[config.mk]
export PLATFORM = sky130hd
export DESIGN_NAME = ahb_bus_arbiter
export DESIGN_NICKNAME = d
export VERILOG_FILES = /design/src/rtl/ahb_bus_arbiter_pkg.sv /design/src/rtl/ahb_bus_arbiter_rr_picker.sv /design/src/rtl/ahb_bus_arbiter.sv
export SDC_FILE = /design/constraint.sdc
export NUM_CORES = 1
export LEC_CHECK = 0
export ABC_AREA = 0
export CAP_MARGIN = 5
export CORE_MARGIN = 2
export CORE_UTILIZATION = 51
export DETAILED_ROUTE_END_ITERATION = 12
export HOLD_SLACK_MARGIN = 0.05
export PLACE_DENSITY_LB_ADDON = 0.05
export SLEW_MARGIN = 20
export SYNTH_ARGS = -nofsm -noshare
export SYNTH_HDL_FRONTEND = slang
export SYNTH_HIERARCHICAL = 1
export SYNTH_SLANG_ARGS = --single-unit
export TNS_END_PERCENT = 20
[constraint.sdc]
create_clock -name clk -period 2.7 [get_ports clk]
set_clock_uncertainty 0.15 [all_clocks]
set_input_delay 0.54 -clock clk [delete_from_list [all_inputs] [get_ports clk]]
set_output_delay 0.54 -clock clk [all_outputs]
set_load 0.05 [all_outputs]
[src/rtl/ahb_bus_arbiter_pkg.sv]
// Shared encodings, FSM state type and burst-length helper for the AHB bus arbiter.
package ahb_arb_pkg;

    localparam logic [1:0] TR_IDLE   = 2'd0;
    localparam logic [1:0] TR_BUSY   = 2'd1;
    localparam logic [1:0] TR_NONSEQ = 2'd2;
    localparam logic [1:0] TR_SEQ    = 2'd3;

    localparam logic [2:0] BU_SINGLE = 3'd0;
    localparam logic [2:0] BU_INCR   = 3'd1;
    localparam logic [2:0] BU_WRAP4  = 3'd2;
    localparam logic [2:0] BU_INCR4  = 3'd3;
    localparam logic [2:0] BU_WRAP8  = 3'd4;
    localparam logic [2:0] BU_INCR8  = 3'd5;
    localparam logic [2:0] BU_WRAP16 = 3'd6;
    localparam logic [2:0] BU_INCR16 = 3'd7;

    typedef enum logic [1:0] {
        ST_OPEN,
        ST_BURST,
        ST_LOCK,
        ST_LOCK_TAIL
    } arb_state_t;

    // Undefined-length INCR reports 0 so it never pins the grant.
    function automatic logic [4:0] burst_beats(input logic [2:0] burst);
        case (burst)
            BU_SINGLE:          return 5'd1;
            BU_INCR:            return 5'd0;
            BU_WRAP4, BU_INCR4: return 5'd4;
            BU_WRAP8, BU_INCR8: return 5'd8;
            default:            return 5'd16;
        endcase
    endfunction

endpackage

[src/rtl/ahb_bus_arbiter_rr_picker.sv]
// Combinational round-robin find-first: first requester after ptr, wrapping,
// falling back to the parking master when nobody requests.
module ahb_rr_picker #(
    parameter int NUM_MASTERS    = 4,
    parameter int DEFAULT_MASTER = 0,
    parameter int MW             = $clog2(NUM_MASTERS)
) (
    input  logic [NUM_MASTERS-1:0] req,
    input  logic [MW-1:0]          ptr,
    output logic [NUM_MASTERS-1:0] grant,
    output logic [MW-1:0]          idx,
    output logic                   any_req
);

    always_comb begin
        logic          found;
        logic [MW-1:0] cand;
        found   = 1'b0;
        cand    = '0;
        idx     = MW'(DEFAULT_MASTER);
        any_req = |req;
        // k = NUM_MASTERS lands back on ptr, so a lone owner keeps the bus.
        for (int k = 1; k <= NUM_MASTERS; k++) begin
            cand = MW'((int'(ptr) + k) % NUM_MASTERS);
            if (!found && req[cand]) begin
                found = 1'b1;
                idx   = cand;
            end
        end
        grant      = '0;
        grant[idx] = 1'b1;
    end

endmodule

[src/rtl/ahb_bus_arbiter.sv]
// AHB-Lite bus arbiter: round-robin grant with parking, held through fixed
// bursts and locked sequences; hmaster/hmastlock trail hgrant by one accepted cycle.
module ahb_bus_arbiter
    import ahb_arb_pkg::*;
#(
    parameter int NUM_MASTERS    = 4,
    parameter int DEFAULT_MASTER = 0,
    parameter int MW             = $clog2(NUM_MASTERS)
) (
    input  logic                   clk,
    input  logic                   rst,
    input  logic [NUM_MASTERS-1:0] hbusreq,
    input  logic [NUM_MASTERS-1:0] hlock,
    input  logic [1:0]             htrans,
    input  logic [2:0]             hburst,
    input  logic                   hready,
    output logic [NUM_MASTERS-1:0] hgrant,
    output logic [MW-1:0]          hmaster,
    output logic                   hmastlock
);

    localparam logic [NUM_MASTERS-1:0] DEF_GRANT = NUM_MASTERS'(1) << DEFAULT_MASTER;

    arb_state_t             state, state_nxt;
    logic [4:0]             beat_cnt, beat_cnt_nxt;
    logic [4:0]             beats;
    logic [MW-1:0]          rr_ptr, grant_idx, pick_idx;
    logic [NUM_MASTERS-1:0] pick_grant;
    logic                   pick_any, accepted, owner_lock, rearb;

    ahb_rr_picker #(
        .NUM_MASTERS   (NUM_MASTERS),
        .DEFAULT_MASTER(DEFAULT_MASTER),
        .MW            (MW)
    ) u_picker (
        .req    (hbusreq),
        .ptr    (rr_ptr),
        .grant  (pick_grant),
        .idx    (pick_idx),
        .any_req(pick_any)
    );

    assign beats      = burst_beats(hburst);
    assign accepted   = hready && (htrans == TR_NONSEQ || htrans == TR_SEQ);
    assign owner_lock = hlock[hmaster];

    always_comb begin
        state_nxt    = state;
        beat_cnt_nxt = beat_cnt;
        rearb        = 1'b0;
        if (hready) begin
            case (state)
                // Lock entry also holds the grant so the locked owner is not displaced.
                ST_OPEN: begin
                    if (accepted && owner_lock) begin
                        state_nxt = ST_LOCK;
                    end else if (accepted && htrans == TR_NONSEQ && beats > 5'd1) begin
                        state_nxt    = ST_BURST;
                        beat_cnt_nxt = beats - 5'd1;
                    end else begin
                        rearb = 1'b1;
                    end
                end
                ST_BURST: begin
                    if (htrans == TR_SEQ) begin
                        if (beat_cnt == 5'd1) begin
                            state_nxt    = ST_OPEN;
                            beat_cnt_nxt = 5'd0;
                            rearb        = 1'b1;
                        end else begin
                            beat_cnt_nxt = beat_cnt - 5'd1;
                        end
                    end else if (htrans == TR_NONSEQ || htrans == TR_IDLE) begin
                        state_nxt    = ST_OPEN;
                        beat_cnt_nxt = 5'd0;
                    end
                end
                ST_LOCK: begin
                    if (!owner_lock) state_nxt = ST_LOCK_TAIL;
                end
                ST_LOCK_TAIL: begin
                    state_nxt = ST_OPEN;
                    rearb     = 1'b1;
                end
                default: state_nxt = ST_OPEN;
            endcase
        end
    end

    always_ff @(posedge clk) begin
        if (rst) begin
            state     <= ST_OPEN;
            beat_cnt  <= 5'd0;
            rr_ptr    <= MW'(DEFAULT_MASTER);
            grant_idx <= MW'(DEFAULT_MASTER);
            hgrant    <= DEF_GRANT;
            hmaster   <= MW'(DEFAULT_MASTER);
            hmastlock <= 1'b0;
        end else if (hready) begin
            state     <= state_nxt;
            beat_cnt  <= beat_cnt_nxt;
            hmaster   <= grant_idx;
            hmastlock <= hlock[grant_idx];
            if (rearb) begin
                hgrant    <= pick_grant;
                grant_idx <= pick_idx;
                // Parking and self-regrant leave the rotation point alone.
                if (pick_any && pick_idx != grant_idx) rr_ptr <= pick_idx;
            end
        end
    end

endmodule

Yosys cells after proc, flatten, opt, wreduce, memory -nomap -nowiden
Cells that the tools add are included.
W data, S select, Z words.
{"block": "word_totals", "register_bits": 18, "elab_cells": 106}
{"block": "classes", "eq_ne": 18, "magnitude_cmp": 9, "reduce_logical": 25, "n_mux": 41, "addsub": 6}
{"cell": "$mux W5", "count": 5}
{"cell": "$lt A2 B3 Y1 const B", "count": 7}
{"cell": "$mux W2", "count": 10}
{"cell": "$pmux W5 S4", "count": 1}
{"cell": "$mux W1", "count": 15}
{"cell": "$bmux W1 S2", "count": 6}
{"cell": "$pmux W5 S2", "count": 1}
{"cell": "$reduce_and A5 Y1", "count": 2}
{"cell": "$sub A5 B1 Y5 const B", "count": 2}
{"cell": "$logic_and A1 B1 Y1", "count": 9}
{"cell": "$ne A3 B3 Y1 const B", "count": 3}
{"cell": "$eq A2 B2 Y1 const B", "count": 4}
{"cell": "$pmux W2 S4", "count": 1}
{"cell": "$eq A3 B2 Y1 const B", "count": 2}
{"cell": "$eq A3 B3 Y1 const B", "count": 2}
{"cell": "$ne A2 B2 Y1 const B", "count": 3}
{"cell": "$eq A5 B1 Y1 const B", "count": 1}
{"cell": "$gt A5 B1 Y1 const B", "count": 1}
{"cell": "$add A2 B1 Y2 const B", "count": 2}
{"cell": "$add A2 B2 Y2 const B", "count": 2}
{"cell": "$logic_not A2 Y1", "count": 2}
{"cell": "$reduce_or A2 Y1", "count": 2}
{"cell": "$reduce_or A4 Y1", "count": 1}
{"cell": "$eq A3 B1 Y1 const B", "count": 1}
{"cell": "other kinds (11)", "count": 14}

Longest topological paths before layout
Gate-level depths: netlist (run 1).
{"block": "logic_depth", "ltp_word": 17, "depth_mapped": 7}

By module
Netlist (run 1), hierarchy kept.
{"module": "ahb_bus_arbiter", "cells_each": 126, "instances": 1, "seq_area_each_um2": 360.3, "area_each_um2": 1066.0}
{"module": "ahb_rr_picker", "cells_each": 25, "instances": 1, "seq_area_each_um2": 0.0, "area_each_um2": 163.9}

Least setup slack after synthesis (run 1)
Ideal clock, no wire load.
{"block": "synth_timing", "path_kind": "flip-flop to flip-flop", "startpoint": "reg hmaster[0]", "endpoint": "reg hgrant[1]", "slack_ns": 0.442, "period_less_slack_ns": 2.258, "t_required_ns": 2.422, "t_arrival_ns": 1.980, "stages_incl_launch_ff": 6, "cell_sequence": "dfxtp_1 mux2_4 o2bb2ai_2 o41ai_4 mux2i_1 nor2_1"}
{"block": "synth_between", "elab_chain_len": 7}
{"element": "start: declaration", "line": "ahb_bus_arbiter.sv:18", "rtl": "output logic [MW-1:0] hmaster,"}
{"element": "start signal: assignment", "line": "ahb_bus_arbiter.sv:97", "rtl": "hmaster <= MW'(DEFAULT_MASTER);"}
{"element": "start signal: assignment", "line": "ahb_bus_arbiter.sv:102", "rtl": "hmaster <= grant_idx;"}
{"element": "$bmux W1 S2", "line": "ahb_bus_arbiter.sv:45", "rtl": "assign owner_lock = hlock[hmaster];"}
{"element": "$mux W1 (not written as such)", "line": "ahb_bus_arbiter.sv:45"}
{"element": "$logic_and A1 B1 Y1", "line": "ahb_bus_arbiter.sv:55", "rtl": "if (accepted && owner_lock) begin"}
{"element": "$mux W1", "line": "ahb_bus_arbiter.sv:55"}
{"element": "$pmux W1 S3", "line": "ahb_bus_arbiter.sv:52", "rtl": "case (state)"}
{"element": "$mux W1", "line": "ahb_bus_arbiter.sv:51", "rtl": "if (hready) begin"}
{"element": "$reduce_and A2 Y1 (no line)"}
{"element": "end signal: assignment", "line": "ahb_bus_arbiter.sv:105", "rtl": "hgrant <= pick_grant;"}
{"element": "end: declaration", "line": "ahb_bus_arbiter.sv:17", "rtl": "output logic [NUM_MASTERS-1:0] hgrant,"}
Every way passes these cells. The select of a mux whose other input is x is not followed.
A chain may end at the register's enable or synchronous reset.

Worst setup path in the final report (run 1)
{"block": "layout_timing", "startpoint": "in hbusreq[3]", "endpoint": "reg rr_ptr[1]"}
{"block": "layout_between", "elab_chain_len": 15, "word_cells_on_any_way": 25, "cone_classes": "eq/ne: 1; mux: 15; reduce/logical: 9"}
{"element": "start: declaration", "line": "ahb_bus_arbiter.sv:12", "rtl": "input logic [NUM_MASTERS-1:0] hbusreq,"}
{"element": "$bmux W1 S2", "line": "ahb_bus_arbiter_rr_picker.sv:25", "rtl": "if (!found && req[cand]) begin"}
{"element": "$mux W1 (not written as such)", "line": "ahb_bus_arbiter_rr_picker.sv:25"}
{"element": "$mux W1", "line": "ahb_bus_arbiter_rr_picker.sv:25"}
{"element": "$logic_not A1 Y1", "line": "ahb_bus_arbiter_rr_picker.sv:25"}
{"element": "$logic_and A1 B1 Y1", "line": "ahb_bus_arbiter_rr_picker.sv:25"}
{"element": "$mux W1", "line": "ahb_bus_arbiter_rr_picker.sv:25"}
{"element": "$logic_not A1 Y1", "line": "ahb_bus_arbiter_rr_picker.sv:25"}
{"element": "$logic_and A1 B1 Y1", "line": "ahb_bus_arbiter_rr_picker.sv:25"}
{"element": "$mux W1", "line": "ahb_bus_arbiter_rr_picker.sv:25"}
{"element": "$logic_not A1 Y1", "line": "ahb_bus_arbiter_rr_picker.sv:25"}
{"element": "$logic_and A1 B1 Y1", "line": "ahb_bus_arbiter_rr_picker.sv:25"}
{"element": "$mux W2 (*)", "line": "ahb_bus_arbiter_rr_picker.sv:25"}
{"element": "via pick_idx[1]", "line": "ahb_bus_arbiter.sv:27", "rtl": "logic [MW-1:0] rr_ptr, grant_idx, pick_idx;"}
{"element": "$ne A2 B2 Y1", "line": "ahb_bus_arbiter.sv:108", "rtl": "if (pick_any && pick_idx != grant_idx) rr_ptr <= pick_idx;"}
{"element": "$logic_and A1 B1 Y1", "line": "ahb_bus_arbiter.sv:108"}
{"element": "$reduce_and A3 Y1 (no line)"}
{"element": "end signal: assignment", "line": "ahb_bus_arbiter.sv:94", "rtl": "rr_ptr <= MW'(DEFAULT_MASTER);"}
{"element": "end signal: assignment", "line": "ahb_bus_arbiter.sv:108"}
{"element": "end: declaration", "line": "ahb_bus_arbiter.sv:27"}
Mark *: on every way through the listed nets, which the timed path passes. The rest lies on a longest branch. The select of a mux whose other input is x is not followed.

==> flow_summary.yaml, run 1 <==
detailed_routing:
  drtPass1Iterations: 4
  routed_wl_um: 2823
  drc: 0
  num_vias: 1227
  post_drt_wl_per_cell_um: 13.84
  ant_nets: 0
  avgViaCountPerCell: 6.015
  first_iter_violations: 26
setup_path:
  critPathLaunchType: "input port"
  reg2reg_depth: 8
  criticalPathCategory: "in2reg"
  required_ns: 2.71
  cp-end-kind: "register"
  cp_max_fo: 8
  endpoint: "rr_ptr[1]"
  r2r-start: "beat_cnt[1]"
  timing.rr.end: "hgrant[2]"
  crit_start: "hbusreq[3]"
  cp.arrival_ns: 2.41
  worst-r2r-setup-slack_ns: 0.56
global_route:
  grt-ovfl-total: 0
  grt_max_degree: 20
  grtUsageTotal: 0.2239
  grt_pass1_vias: 1117
  grt_pass1_wl_um: 4623
  antenna_found_initial: 0
outcome:
  status: "finished clean"
timing:
  fin_tns_setup_ns: 0
  fin_ws_ns: 0.3051
  slew_headroom: 0.5318
  clock.fmax_ghz: 0.4175
  worst_slew_pin_slew_ns: 0.7001
  rsz0062_at_grt: "false"
  finalHoldViolCount: 0
  finalCriticalPeriod_ns: 2.395
  setup_viol: 0
  whs_ns: 0.3536
  final.period_utilization: 0.8870
  drv_slew: 0
clock_tree:
  cts.path.max_buffers: 2
  cts_root_buffer: "clkbuf_4"
  cts.repair.resized: 0
  cts_setup_buffers: 0
  numCtsBuffers: 3
  clk_pin_slew_ns: 0.10
  cts_tree: "yes"
  holdBufCountCts: 0
  htree_num_levels: 1
  insertion_delay_ns: 0.29
  cts.sink_count: 18
cells_and_area:
  fillers: 204
  multi_input_area_um2: 817.0
  final_util: 0.6798
  drive_above_1_share: 0.09091
  syn_to_final_growth_pct: 24.62
  fin_area_mm2: 0.001533
  seq_area_um2: 360.3
  diodes: 0
  fin_nets: 196
die:
  coreArea_mm2: 0.002255
  die_h_um: 53.11
  fp.dieW_um: 53.11
  die-area_mm2: 0.002821
  pin_count: 23
  rows: 17
  initial_utilization: 0.5455
logic_synthesis:
  synth_cell_types: 47
  ys_seq_elements: 18
  synthTopCellsByArea: "dfxtp_1, mux2i_1, nor2_1, a21oi_1, o21ai_0"
  synth_edf_count: 0
  synth-seq-area-share: 0.2930
  synth_nets: 170
  netlist_instances: 151
  synthFlopType: "dfxtp_1"
  synth_commonest_cells: "dfxtp_1, nor2_1, a21oi_1, nand2_1, o21ai_0"
  synth_area_leader_cell: "dfxtp_1"
  async_flop_share: 0
  yosysMostFrequentCell: "dfxtp_1"
  synth_top_area_frac: 0.2930
  synth_area_per_cell_um2: 8.145
  synth_area_mm2: 0.001230
  yosysWarnings: 6
power_and_ir_drop:
  power_density_mw_per_mm2: 461.4
  p_leak_nw: 0.5613
  vdd_ir_drop_max_mv: 0.5197
place:
  io_buffers: 22
  gp_routability_congestion: 0.8130
  hpwl_um: 2158
  place_area_mm2: 0.001496
  pre_cts_ws_ns: 0.009154
run:
  max-cap-violations: 0
min_path:
  min_path_type: "reg2reg"
-- cell type report --
| class | count | share of cell area |
|---|---|---|
| flip-flops and latches | 18 | 0.2351 |
| repair buffers | 27 | 0.1682 |
| multi-input cells | 120 | 0.5331 |
| inverters | 7 | 0.01714 |
| clock buffers | 4 | 0.02367 |
| well taps | 28 | 0.02286 |
-- critical path, cell delays in order --
cell and delay [ns]:
clkdlybuf4s50_1 0.62, a21oi_1 0.12, a221oi_1 0.49, xor2_1 0.22, o21ai_0 0.14, o21ai_0 0.19, a21oi_1 0.09
-- per-stage QoR --
step	instances	power (mW)
final	204	0.7073
after global routing	204	0.7423
after CTS	204	0.7100
after detailed placement	200	0.5438
after global placement	200	0.5355
after floorplan	151	0.4678
-- layer usage --
metal,track usage,wire [um],share of wire,up-vias
li1,-,-,-,610
met1,0.2631,1248,0.44,572
met2,0.3917,1372,0.49,40
met3,0.05085,164,0.058,5
met4,0.08547,38,0.013,0
met5,0,0,0,-
-- power by group --
group          total (mW)  switching (mW)  internal, mW  leakage, nW
registers           0.307          0.0224         0.285        0.147
logic               0.233           0.126         0.107        0.393
clock network       0.167          0.0849        0.0822       0.0210
-- sequential cells by signal, summed over array words and instances (netlist names) --
register and flops:
hmaster 2, hgrant 4, rr_ptr 2, state 2, grant_idx 2, hmastlock 1, beat_cnt 5
-- cells in the final DEF, fill, tap and decap left out, types with 4 or more instances in the layout --
cell type,instances
clkdlybuf4s50_1,22
dfxtp_1,18
nor2_1,17
nand2_1,12
a21oi_1,12
o21ai_0,11
inv_1,7
mux2i_1,7
nor2b_1,5
buf_4,5
nor3_1,4
-- worst min path at each step --
stage                      startpoint           to  slack, ns  depth (start not counted)
after floorplan           beat_cnt[4]  beat_cnt[4]       0.31                          2
after global placement      hgrant[1]    hgrant[1]       0.33                          2
after detailed placement  beat_cnt[4]  beat_cnt[4]       0.34                          2
after CTS                 beat_cnt[4]  beat_cnt[4]       0.35                          2
after global routing      beat_cnt[4]  beat_cnt[4]       0.38                          2
final                     beat_cnt[4]  beat_cnt[4]       0.35                          2
-- logic make-up (layout without fill, tap and decap cells) --
| kind of cell | Yosys count | in the layout | share of synthesized area |
|---|---|---|---|
| flip-flops | 18 | 18 | 0.2930 |
| AO/OA/AOI/OAI | 49 | 49 | 0.2920 |
| buffers and inverters | 13 | 38 | 0.04273 |
| multiplexers | 9 | 9 | 0.08748 |
| adder cells (fa/ha/maj) | 3 | 3 | 0.03052 |
| XOR/XNOR | 3 | 3 | 0.02137 |
| AND/OR/NAND/NOR | 56 | 56 | 0.2330 |
(Power assumes the default switching activity.)
==> run 2: changes to the inputs <==
Settings changed: CORE_UTILIZATION 51 to 50, SKIP_LAST_GASP set to 1.
==> flow_summary.yaml, run 2 (same netlist as run 1, synthesis figures left out) <==
global_route:
  grtUsageTotal: 0.2226
  grt-ovfl-total: 0
  grt_max_degree: 20
  grt_pass1_wl_um: 4726
  grt_pass1_vias: 1139
  antenna_found_initial: 0
clock_tree:
  holdBufCountCts: 0
  cts_tree: "yes"
  cts_root_buffer: "clkbuf_4"
  insertion_delay_ns: 0.29
  htree_num_levels: 1
  cts.path.max_buffers: 2
  cts_setup_buffers: 0
  cts.sink_count: 18
  clk_pin_slew_ns: 0.10
  numCtsBuffers: 3
  cts.repair.resized: 0
timing:
  rsz0062_at_grt: "false"
  setup_viol: 0
  slew_headroom: 0.5583
  drv_slew: 0
  whs_ns: 0.3587
  finalCriticalPeriod_ns: 2.439
  clock.fmax_ghz: 0.4100
  fin_ws_ns: 0.2613
  fin_tns_setup_ns: 0
  final.period_utilization: 0.9032
  worst_slew_pin_slew_ns: 0.6605
  finalHoldViolCount: 0
cells_and_area:
  final_common_cell: "clkdlybuf4s50_1"
  mostFrequentLayoutCells: "clkdlybuf4s50_1, dfxtp_1, nor2_1"
  reg_top3: "beat_cnt (5), hgrant (4)"
  diodes: 0
  regMostFlops: "beat_cnt"
  drive_above_1_share: 0.09605
  syn_to_final_growth_pct: 24.72
  largest_reg_flops: 5
  fin_nets: 198
min_path:
  holdPathEnd: "hgrant[1]"
  min_path_type: "reg2reg"
  holdPathStages: 2
  min_from: "hgrant[1]"
setup_path:
  timing.critical_path.cells: "clkdlybuf4s50_1 > or2_2 > a221oi_1 > xor2_1 > o21ai_0 > o21ai_0 > a21oi_1"
  worst-r2r-setup-slack_ns: 0.64
  reg2reg_depth: 7
  critical_path_buf_inv_count: 1
  timing.rr.end: "rr_ptr[0]"
  required_ns: 2.71
  cp_common_cell: "o21ai_0"
  cp-end-kind: "register"
  criticalPathCategory: "in2reg"
  critPathLaunchType: "input port"
  cp_slowest_cell: "clkdlybuf4s50_1"
  cp_max_fo: 7
  crit_path_max_incr_delay_ns: 0.51
  cp.arrival_ns: 2.45
  cp_top_family: "compound AO/OA/AOI/OAI gates"
  r2r-start: "rr_ptr[0]"
die:
  die-area_mm2: 0.002872
  pin_count: 23
  coreArea_mm2: 0.002276
  die_h_um: 53.60
  rows: 17
  initial_utilization: 0.5404
  fp.dieW_um: 53.60
detailed_routing:
  num_vias: 1244
  first_iter_violations: 48
  routed_wl_um: 2920
  drtPass1Iterations: 4
  ant_nets: 0
  post_drt_wl_per_cell_um: 14.24
  avgViaCountPerCell: 6.068
  drc: 0
place:
  pre_cts_ws_ns: -0.007196
  hpwl_um: 2166
  gp_routability_congestion: 0.8863
  io_buffers: 22
power_and_ir_drop:
  power_density_mw_per_mm2: 443.1
  vdd_ir_drop_max_mv: 0.3420
  p_leak_nw: 0.5644
outcome:
  status: "finished clean"
run:
  max-cap-violations: 0
[run 2: cell count changes in the layout (fill, tap and decap cells not counted), sizes merged]
| cell | change |
|---|---|
| buf | +2 |
| clkbuf | -1 |
[run 2: area by class of cell]
class                      instances  area [um^2]
clock buffer                       3        22.52
inverter                           7        26.28
timing repair buffer              29        272.8
fill                             170        742.0
tap                               28        35.03
sequential                        18        360.3
multi-input combinational        120        817.0
[run 2: how the worst max path moves through the flow]
stage / start / endpoint / slack, ns / cells after the start
global route: hbusreq[3] / rr_ptr[1] / 0.13 / 8
detailed placement: hbusreq[1] / rr_ptr[0] / -0.007 / 7
CTS: hbusreq[1] / rr_ptr[1] / 0.28 / 7
finish: hbusreq[1] / rr_ptr[1] / 0.26 / 7
global placement: hbusreq[1] / rr_ptr[0] / 0.11 / 7
floorplan: hmaster[0] / hgrant[1] / 0.44 / 5
[run 2: tightest hold or removal path: cells and delay by family, from the launching register on]
kind	cells	cell delay (ns)
DFF	1	0.34
and+or+nand+nor	1	0.07
muxes	1	0.06
[run 2: power by group]
group | internal [mW] | switching (mW) | leakage, nW
combinational | 0.111 | 0.128 | 0.404
sequential | 0.285 | 0.0223 | 0.147
clock | 0.0520 | 0.0822 | 0.0138
[run 2: stage by stage]
stage / power, mW / utilization / cells / area, um^2
after detailed placement: 0.5477 / 0.6641 / 202 / 1511
after global routing: 0.7148 / 0.6740 / 205 / 1534
after global placement: 0.5388 / 0.6641 / 202 / 1511
after floorplan: 0.4678 / - / 151 / 1230
final: 0.6797 / 0.6740 / 205 / 1534
after CTS: 0.6817 / 0.6740 / 205 / 1534
[run 2: metal layers]
| layer | global-route usage | wire (um) | vias up |
|---|---|---|---|
| met3 | 0.02500 | 165 | 6 |
| met2 | 0.4239 | 1458 | 49 |
| li1 | - | - | 619 |
| met5 | 0 | 0 | - |
| met4 | 0.06838 | 32 | 0 |
| met1 | 0.2573 | 1263 | 570 |
